<file path="config.mk">
export PLATFORM = sky130hd
export DESIGN_NAME = temp_uart_reporter
export DESIGN_NICKNAME = d
export VERILOG_FILES = /design/src/rtl/temp_report_pkg.sv /design/src/rtl/rr_arbiter.sv /design/src/rtl/temp_uart_reporter.sv
export SDC_FILE = /design/constraint.sdc
export NUM_CORES = 1
export LEC_CHECK = 0
export BUFFER_PORTS_ARGS = -buffer_cell sky130_fd_sc_hd__buf_2
export CAP_MARGIN = 20
export CORE_AREA = 2 2 61 106
export DETAILED_ROUTE_END_ITERATION = 16
export DIE_AREA = 0 0 63 108
export PLACE_DENSITY = 0.77
export SLEW_MARGIN = 5
export SYNTH_ARGS = -nofsm -noshare
export SYNTH_HDL_FRONTEND = slang
export SYNTH_SLANG_ARGS = --single-unit
</file>
<file path="constraint.sdc">
create_clock -name clk_i -period 1.8 [get_ports clk_i]
set_input_delay 0.18 -clock clk_i [delete_from_list [all_inputs] [get_ports clk_i]]
set_output_delay 0.18 -clock clk_i [all_outputs]
set_load 0.01 [all_outputs]
</file>
<file path="src/rtl/temp_report_pkg.sv">
// Shared constants and helpers for the temperature report framer:
// FSM encoding, frame byte indices and byte-construction functions.
package temp_report_pkg;

  localparam logic [1:0] ST_IDLE = 2'd0;
  localparam logic [1:0] ST_LOAD = 2'd1;
  localparam logic [1:0] ST_SEND = 2'd2;
  localparam logic [1:0] ST_GAP  = 2'd3;

  localparam logic [2:0] BYTE_HDR  = 3'd0;
  localparam logic [2:0] BYTE_CH   = 3'd1;
  localparam logic [2:0] BYTE_MSB  = 3'd2;
  localparam logic [2:0] BYTE_LSB  = 3'd3;
  localparam logic [2:0] BYTE_CSUM = 3'd4;

  localparam int         FRAME_LEN    = 5;
  localparam logic [2:0] LAST_BYTE    = 3'(FRAME_LEN - 1);
  localparam logic [7:0] HDR_BYTE_DEF = 8'hA5;

  // Upper temperature bits [temp_w-1:8], sign-extended to a full byte.
  function automatic logic [7:0] sign_ext_msb(input logic [15:0] temp, input int temp_w);
    logic [7:0] msb;
    for (int i = 0; i < 8; i++) begin
      if (i < temp_w - 8) begin
        msb[i] = temp[8 + i];
      end else begin
        msb[i] = temp[temp_w - 1];
      end
    end
    return msb;
  endfunction

  function automatic logic [7:0] frame_checksum(input logic [7:0] b1, input logic [7:0] b2,
                                                input logic [7:0] b3);
    return b1 ^ b2 ^ b3;
  endfunction

endpackage

</file>
<file path="src/rtl/rr_arbiter.sv">
// Round-robin arbiter: grants the first requester at or after an internal
// pointer (cyclic); the pointer moves past the winner when the grant is taken.
module rr_arbiter #(
  parameter int NUM_CH = 2,
  parameter int IDX_W  = (NUM_CH > 1) ? $clog2(NUM_CH) : 1
) (
  input  logic              clk_i,
  input  logic              rst_i,
  input  logic [NUM_CH-1:0] req,
  input  logic              advance,
  output logic [NUM_CH-1:0] gnt,
  output logic [IDX_W-1:0]  gnt_idx,
  output logic              gnt_valid
);

  logic [IDX_W-1:0] ptr_r;

  // Lowest requester overall, then overridden by the lowest at or after ptr_r.
  always_comb begin
    gnt_valid = 1'b0;
    gnt_idx   = '0;
    for (int c = NUM_CH - 1; c >= 0; c--) begin
      gnt_valid = req[c] ? 1'b1 : gnt_valid;
      gnt_idx   = req[c] ? IDX_W'(c) : gnt_idx;
    end
    for (int c = NUM_CH - 1; c >= 0; c--) begin
      gnt_idx = (req[c] && (IDX_W'(c) >= ptr_r)) ? IDX_W'(c) : gnt_idx;
    end
    gnt = gnt_valid ? (NUM_CH'(1'b1) << gnt_idx) : '0;
  end

  // Pointer advances to the channel after the one just served.
  always_ff @(posedge clk_i) begin
    if (rst_i) begin
      ptr_r <= '0;
    end else if (advance && gnt_valid) begin
      ptr_r <= (gnt_idx == IDX_W'(NUM_CH - 1)) ? '0 : gnt_idx + IDX_W'(1);
    end else begin
      ptr_r <= ptr_r;
    end
  end

endmodule

</file>
<file path="src/rtl/temp_uart_reporter.sv">
// Latches per-channel temperature samples and sends each as a 5-byte
// checksummed frame over a start/done UART handshake, round-robin by channel.
module temp_uart_reporter
  import temp_report_pkg::*;
#(
  parameter int         NUM_CH     = 2,
  parameter int         TEMP_W     = 13,
  parameter logic [7:0] HDR_BYTE   = HDR_BYTE_DEF,
  parameter int         PERIODIC   = 0,
  parameter int         PERIOD_CYC = 100_000_000
) (
  input  logic                     clk_i,
  input  logic                     rst_i,
  input  logic [NUM_CH*TEMP_W-1:0] temp_i,
  input  logic [NUM_CH-1:0]        valid_i,
  output logic                     tx_start_o,
  output logic [7:0]               tx_byte_o,
  input  logic                     tx_done_i,
  output logic                     busy_o,
  output logic [NUM_CH-1:0]        overrun_o,
  output logic [NUM_CH*TEMP_W-1:0] last_temp_o
);

  localparam int IDX_W = (NUM_CH > 1) ? $clog2(NUM_CH) : 1;
  localparam int CNT_W = $clog2(PERIOD_CYC);

  logic [1:0]               state_r;
  logic [NUM_CH-1:0]        pending_r;
  logic [NUM_CH-1:0]        overrun_r;
  logic [NUM_CH*TEMP_W-1:0] last_temp_r;
  logic [TEMP_W-1:0]        snap_temp_r;
  logic [2:0]               snap_ch_r;
  logic [2:0]               byte_idx_r;
  logic                     tx_start_r;
  logic [7:0]               tx_byte_r;
  logic                     busy_r;
  logic [CNT_W-1:0]         period_cnt_r;

  logic [NUM_CH-1:0] gnt_s;
  logic [IDX_W-1:0]  gnt_idx_s;
  logic              gnt_valid_s;
  logic              take_s;
  logic              wrap_s;
  logic [NUM_CH-1:0] pending_nxt_s;
  logic [TEMP_W-1:0] sel_temp_s;
  logic [2:0]        byte_sel_s;
  logic [15:0]       temp16_s;
  logic [7:0]        ch_byte_s;
  logic [7:0]        msb_byte_s;
  logic [7:0]        lsb_byte_s;
  logic [7:0]        frame_byte_s;

  rr_arbiter #(
    .NUM_CH (NUM_CH),
    .IDX_W  (IDX_W)
  ) u_arb (
    .clk_i     (clk_i),
    .rst_i     (rst_i),
    .req       (pending_r),
    .advance   (take_s),
    .gnt       (gnt_s),
    .gnt_idx   (gnt_idx_s),
    .gnt_valid (gnt_valid_s)
  );

  assign take_s = (state_r == ST_IDLE) && gnt_valid_s;
  assign wrap_s = (PERIODIC != 0) && (period_cnt_r == CNT_W'(PERIOD_CYC - 1));
  // A new sample on the channel being taken keeps its pending bit set.
  assign pending_nxt_s = (pending_r & ~(gnt_s & {NUM_CH{take_s}})) | valid_i | {NUM_CH{wrap_s}};

  // One-hot mux of the granted channel's stored value.
  always_comb begin
    sel_temp_s = '0;
    for (int k = 0; k < NUM_CH; k++) begin
      sel_temp_s = sel_temp_s | (last_temp_r[k*TEMP_W +: TEMP_W] & {TEMP_W{gnt_s[k]}});
    end
  end

  assign temp16_s   = 16'(snap_temp_r);
  assign ch_byte_s  = {5'b00000, snap_ch_r};
  assign msb_byte_s = sign_ext_msb(temp16_s, TEMP_W);
  assign lsb_byte_s = snap_temp_r[7:0];

  // GAP loads the following byte, every other state the current one.
  always_comb begin
    if (state_r == ST_GAP) begin
      byte_sel_s = byte_idx_r + 3'd1;
    end else begin
      byte_sel_s = byte_idx_r;
    end
    case (byte_sel_s)
      BYTE_HDR:  frame_byte_s = HDR_BYTE;
      BYTE_CH:   frame_byte_s = ch_byte_s;
      BYTE_MSB:  frame_byte_s = msb_byte_s;
      BYTE_LSB:  frame_byte_s = lsb_byte_s;
      BYTE_CSUM: frame_byte_s = frame_checksum(ch_byte_s, msb_byte_s, lsb_byte_s);
      default:   frame_byte_s = 8'h00;
    endcase
  end

  // Sample capture, pending/overrun bookkeeping and the periodic timer.
  always_ff @(posedge clk_i) begin
    if (rst_i) begin
      pending_r    <= '0;
      overrun_r    <= '0;
      last_temp_r  <= '0;
      period_cnt_r <= '0;
    end else begin
      pending_r <= pending_nxt_s;
      overrun_r <= overrun_r | (valid_i & pending_r);
      for (int k = 0; k < NUM_CH; k++) begin
        if (valid_i[k]) begin
          last_temp_r[k*TEMP_W +: TEMP_W] <= temp_i[k*TEMP_W +: TEMP_W];
        end else begin
          last_temp_r[k*TEMP_W +: TEMP_W] <= last_temp_r[k*TEMP_W +: TEMP_W];
        end
      end
      if (wrap_s || (PERIODIC == 0)) begin
        period_cnt_r <= '0;
      end else begin
        period_cnt_r <= period_cnt_r + CNT_W'(1);
      end
    end
  end

  // Frame FSM: snapshot in LOAD, then SEND/GAP per byte.
  always_ff @(posedge clk_i) begin
    if (rst_i) begin
      state_r     <= ST_IDLE;
      snap_temp_r <= '0;
      snap_ch_r   <= 3'd0;
      byte_idx_r  <= 3'd0;
      tx_start_r  <= 1'b0;
      tx_byte_r   <= 8'h00;
      busy_r      <= 1'b0;
    end else begin
      case (state_r)
        ST_IDLE: begin
          if (take_s) begin
            state_r     <= ST_LOAD;
            snap_temp_r <= sel_temp_s;
            snap_ch_r   <= 3'(gnt_idx_s);
            byte_idx_r  <= BYTE_HDR;
            busy_r      <= 1'b1;
          end else begin
            state_r <= ST_IDLE;
          end
        end
        ST_LOAD: begin
          state_r    <= ST_SEND;
          tx_start_r <= 1'b1;
          tx_byte_r  <= frame_byte_s;
        end
        ST_SEND: begin
          if (tx_done_i) begin
            state_r    <= ST_GAP;
            tx_start_r <= 1'b0;
          end else begin
            state_r <= ST_SEND;
          end
        end
        ST_GAP: begin
          if (byte_idx_r == LAST_BYTE) begin
            state_r <= ST_IDLE;
            busy_r  <= 1'b0;
          end else begin
            state_r    <= ST_SEND;
            byte_idx_r <= byte_idx_r + 3'd1;
            tx_start_r <= 1'b1;
            tx_byte_r  <= frame_byte_s;
          end
        end
        default: begin
          state_r    <= ST_IDLE;
          tx_start_r <= 1'b0;
          busy_r     <= 1'b0;
        end
      endcase
    end
  end

  assign tx_start_o  = tx_start_r;
  assign tx_byte_o   = tx_byte_r;
  assign busy_o      = busy_r;
  assign overrun_o   = overrun_r;
  assign last_temp_o = last_temp_r;

endmodule

</file>
==> impl_metrics.tcl <==
set metrics [dict create \
    cts_max_level 3 \
    ys.flop_type "dfxtp_1" \
    clk_latency_ns 0.34 \
    grt_pass1_vias 2365 \
    startpoint_type "flop" \
    drcViolationCount 0 \
    drtIter0Drc 133 \
    setup_slack_ns 0.0795 \
    p_leak_nw 1.58 \
    synthTopCellsByArea "dfxtp_1, mux2i_1, nor2_1" \
    wire_per_inst_um 14.9 \
    die_w_um 63 \
    relSlewSlack_pct 66.5 \
    tritoncts "done" \
    cp_slowest_stage_delay_ns 0.37 \
    hold_class "input port to flop" \
    worst_pin_slew_ns 0.503 \
    grt_start_max_net_pins 50 \
    ys_ff_latch 60 \
    min_period_ns 1.72 \
    ys_seq_area_share_pct 44.3 \
    drt.antenna.violating_nets 0 \
    clkSlewWorstSetupHoldPaths_ns 0.07 \
    cap_violations 0 \
    critPathMaxFanout 6 \
    intPower_mw 2.46 \
    wl_mm 6.79 \
    dr.pass1.iters 4 \
    synthDistinctLibCells 54 \
    drv_slew 0 \
    max_freq_mhz 581 \
    dr_total_vias 2492 \
    overflow 0 \
    yosys.area.top_type "dfxtp_1" \
    async_flop_share_pct 0 \
    power_frac_comb_pct 15.1 \
    clockRootBuffer "clkbuf_8" \
    grt_pass1_wl_mm 10.9 \
    portBuffers 68 \
    core_um2 5880 \
    hold_viol 0 \
    drive_above_1_share_pct 32.9 \
    power_frac_clock_pct 40.1 \
    row_count 37 \
    p_sw_mw 0.850 \
    status "complete, no violations" \
    powerDensity_nw_per_um2 948 \
    fin_util_pct 59.4 \
    p_sw_share_pct 25.7 \
    cts_made_buffers 9 \
    finalNonFillerCells 455 \
    antenna_cells 0 \
    irDropWorstVdd_uv 671 \
    setup_viol 0 \
    synth_top_area_share_pct 44.3 \
    critPathSlowestCell "dfxtp_4" \
    cp-end-kind "flop" \
    seq_power_share_pct 44.8 \
    finalClockSkew_ns 0.00834 \
    synth_edf_count 0 \
    syn_avg_cell_area_um2 9.29 \
    area_delta_synth_final_pct 28.7 \
    cp_cell_sequence "ha_4 > xor2_2 > mux2_2 > o22ai_1 > o211ai_1 > a32o_1" \
    syn-num-nets 326 \
    power_mw 3.31 \
    cts_num_sinks 60 \
    dieArea_um2 6800 \
    required_ns 2.03 \
    via_per_inst 5.48 \
    fin_crit_sh_pct 95.6 \
    critical_path_class "flop to flop" \
    start_util_pct 46.1 \
    seqCellArea_um2 1210 \
    yosys_warnings 0 \
    multi_input_area_um2 1440 \
    dp_cells 438 \
    dpl_worst_slack_ns -0.143 \
    antenna_found_initial 0 \
    crit_arrival_ns 1.95 \
    syn_inst 292 \
    grtUsageTotal_pct 20.6 \
    reg2reg_slack_ns 0.08 \
    clk_path_buf_depth 2 \
    ios 69 \
    fill_cells 528 \
    syn_area_um2 2710 \
    die_h_um 108 \
    hpwl_mm 4.97 \
    gp_congestion 0.964 \
    layout.nets 406 \
]
## cell usage in the layout, fill, tap and decap left out, types with 2 or more instances in the layout
master      n
buf_4      17
buf_2      68
a21o_1      2
nor2_1     61
o2111ai_1   2
a221o_1     2
a211oi_1    2
nand4_1     2
nand3_1     5
clkbuf_8   10
o21bai_1    3
nand3_2     2
o211ai_1    4
o22ai_1     2
dfxtp_4     2
mux2i_1    27
nor3_1      7
nor2_4      2
o21ai_0    11
a31oi_1     4
inv_1       6
dfxtp_1    57
a21oi_1    11
xnor2_1     2
clkbuf_1    2
nor2b_1     2
nand2_1    12
ha_4        2
a222oi_1   13
and3_4      2
o21ai_1     2
buf_12      2
bufinv_16   2
## synthesized netlist by cell type, types with 3 or more instances
library cell / n
nor2_1: 61
dfxtp_1: 60
a31oi_1: 4
nor3_1: 7
buf_2: 6
inv_1: 6
o211ai_1: 4
ha_1: 3
a222oi_1: 13
o21bai_1: 3
nand3_1: 5
clkbuf_1: 8
o21ai_0: 11
nand2_1: 12
mux2i_1: 27
a21oi_1: 11
## path summary, 6_finish.rpt
path | cells after the start | end | from
worst min register to register | 2 | tx_byte_o[1] | tx_byte_o[1]
worst max-delay path | 6 | tx_byte_o[6] | byte_idx_r[1]
worst min-delay path | 3 | last_temp_o[2] | temp_i[2]
worst max register to register | 6 | tx_byte_o[6] | byte_idx_r[1]
## worst max-delay path: cells and delay by family (launching register included)
kind,cells,cell delay [ns]
mux,1,0.36
fa+ha+maj,1,0.18
xor+xnor,1,0.19
compound gates,3,0.50
flops,1,0.37
## final cells by class
class / count / share of cell area [%]
clock buffer: 12 / 4.16
timing repair buffer: 87 / 14.6
tap: 78 / 2.80
sequential: 60 / 34.7
inverter: 6 / 0.645
clock inverter: 4 / 2.08
multi-input combinational: 208 / 41.1
## sequential cells by signal (all words and copies together) (netlist names)
name / count
busy_o: 1
tx_byte_o: 8
tx_start_o: 1
last_temp_o: 26
snap_temp_r: 13
pending_r: 2
state_r: 2
u_arb.ptr_r: 1
overrun_o: 2
snap_ch_r: 1
byte_idx_r: 3
## stage by stage
stage            TNS, ns  hold WS (ns)  area, um2
3_3_place_gp     -0.0163         0.415       3230
4_1_cts                0        0.0615       3470
2_1_floorplan          0         0.327       2730
3_5_place_dp      -0.215         0.425       3230
5_1_grt        -0.000133        0.0646       3490
6_report               0        0.0736       3490
## layer usage
metal	share of wire (%)	vias up	GRT usage, %
met5	0	-	0
met2	52	82	36.2
met3	5.0	18	4.58
met1	40	1176	22.3
met4	3.4	0	12.4
li1	-	1216	-
## repair_timing
item / CTS / global route
resized for setup: 4 / 5
pin swaps: 0 / 2
hold buffers: 0 / 0
cloned: 0 / 0
setup buffers: 0 / 1
setup endpoints to repair: 4 / 6
## kinds of logic after synthesis
group	synth area share (%)
buffers and inverters	4.15
xor gates and xnor gates	2.58
DFF	44.3
muxes	10.4
AOI/OAI and AO/OA	17.8
adders and majority gates	1.38
and+or+nand+nor	19.4
## power by group through the flow
stage               clock, mW  combinational (mW)  sequential (mW)
floorplan                   0               0.280             1.53
detailed placement          0               0.495             1.51
global placement            0               0.483             1.51
CTS                      1.35               0.497             1.48
global route             1.41               0.549             1.49
finish                   1.33               0.499             1.48
Note: power is estimated with default switching activity, not from simulation.
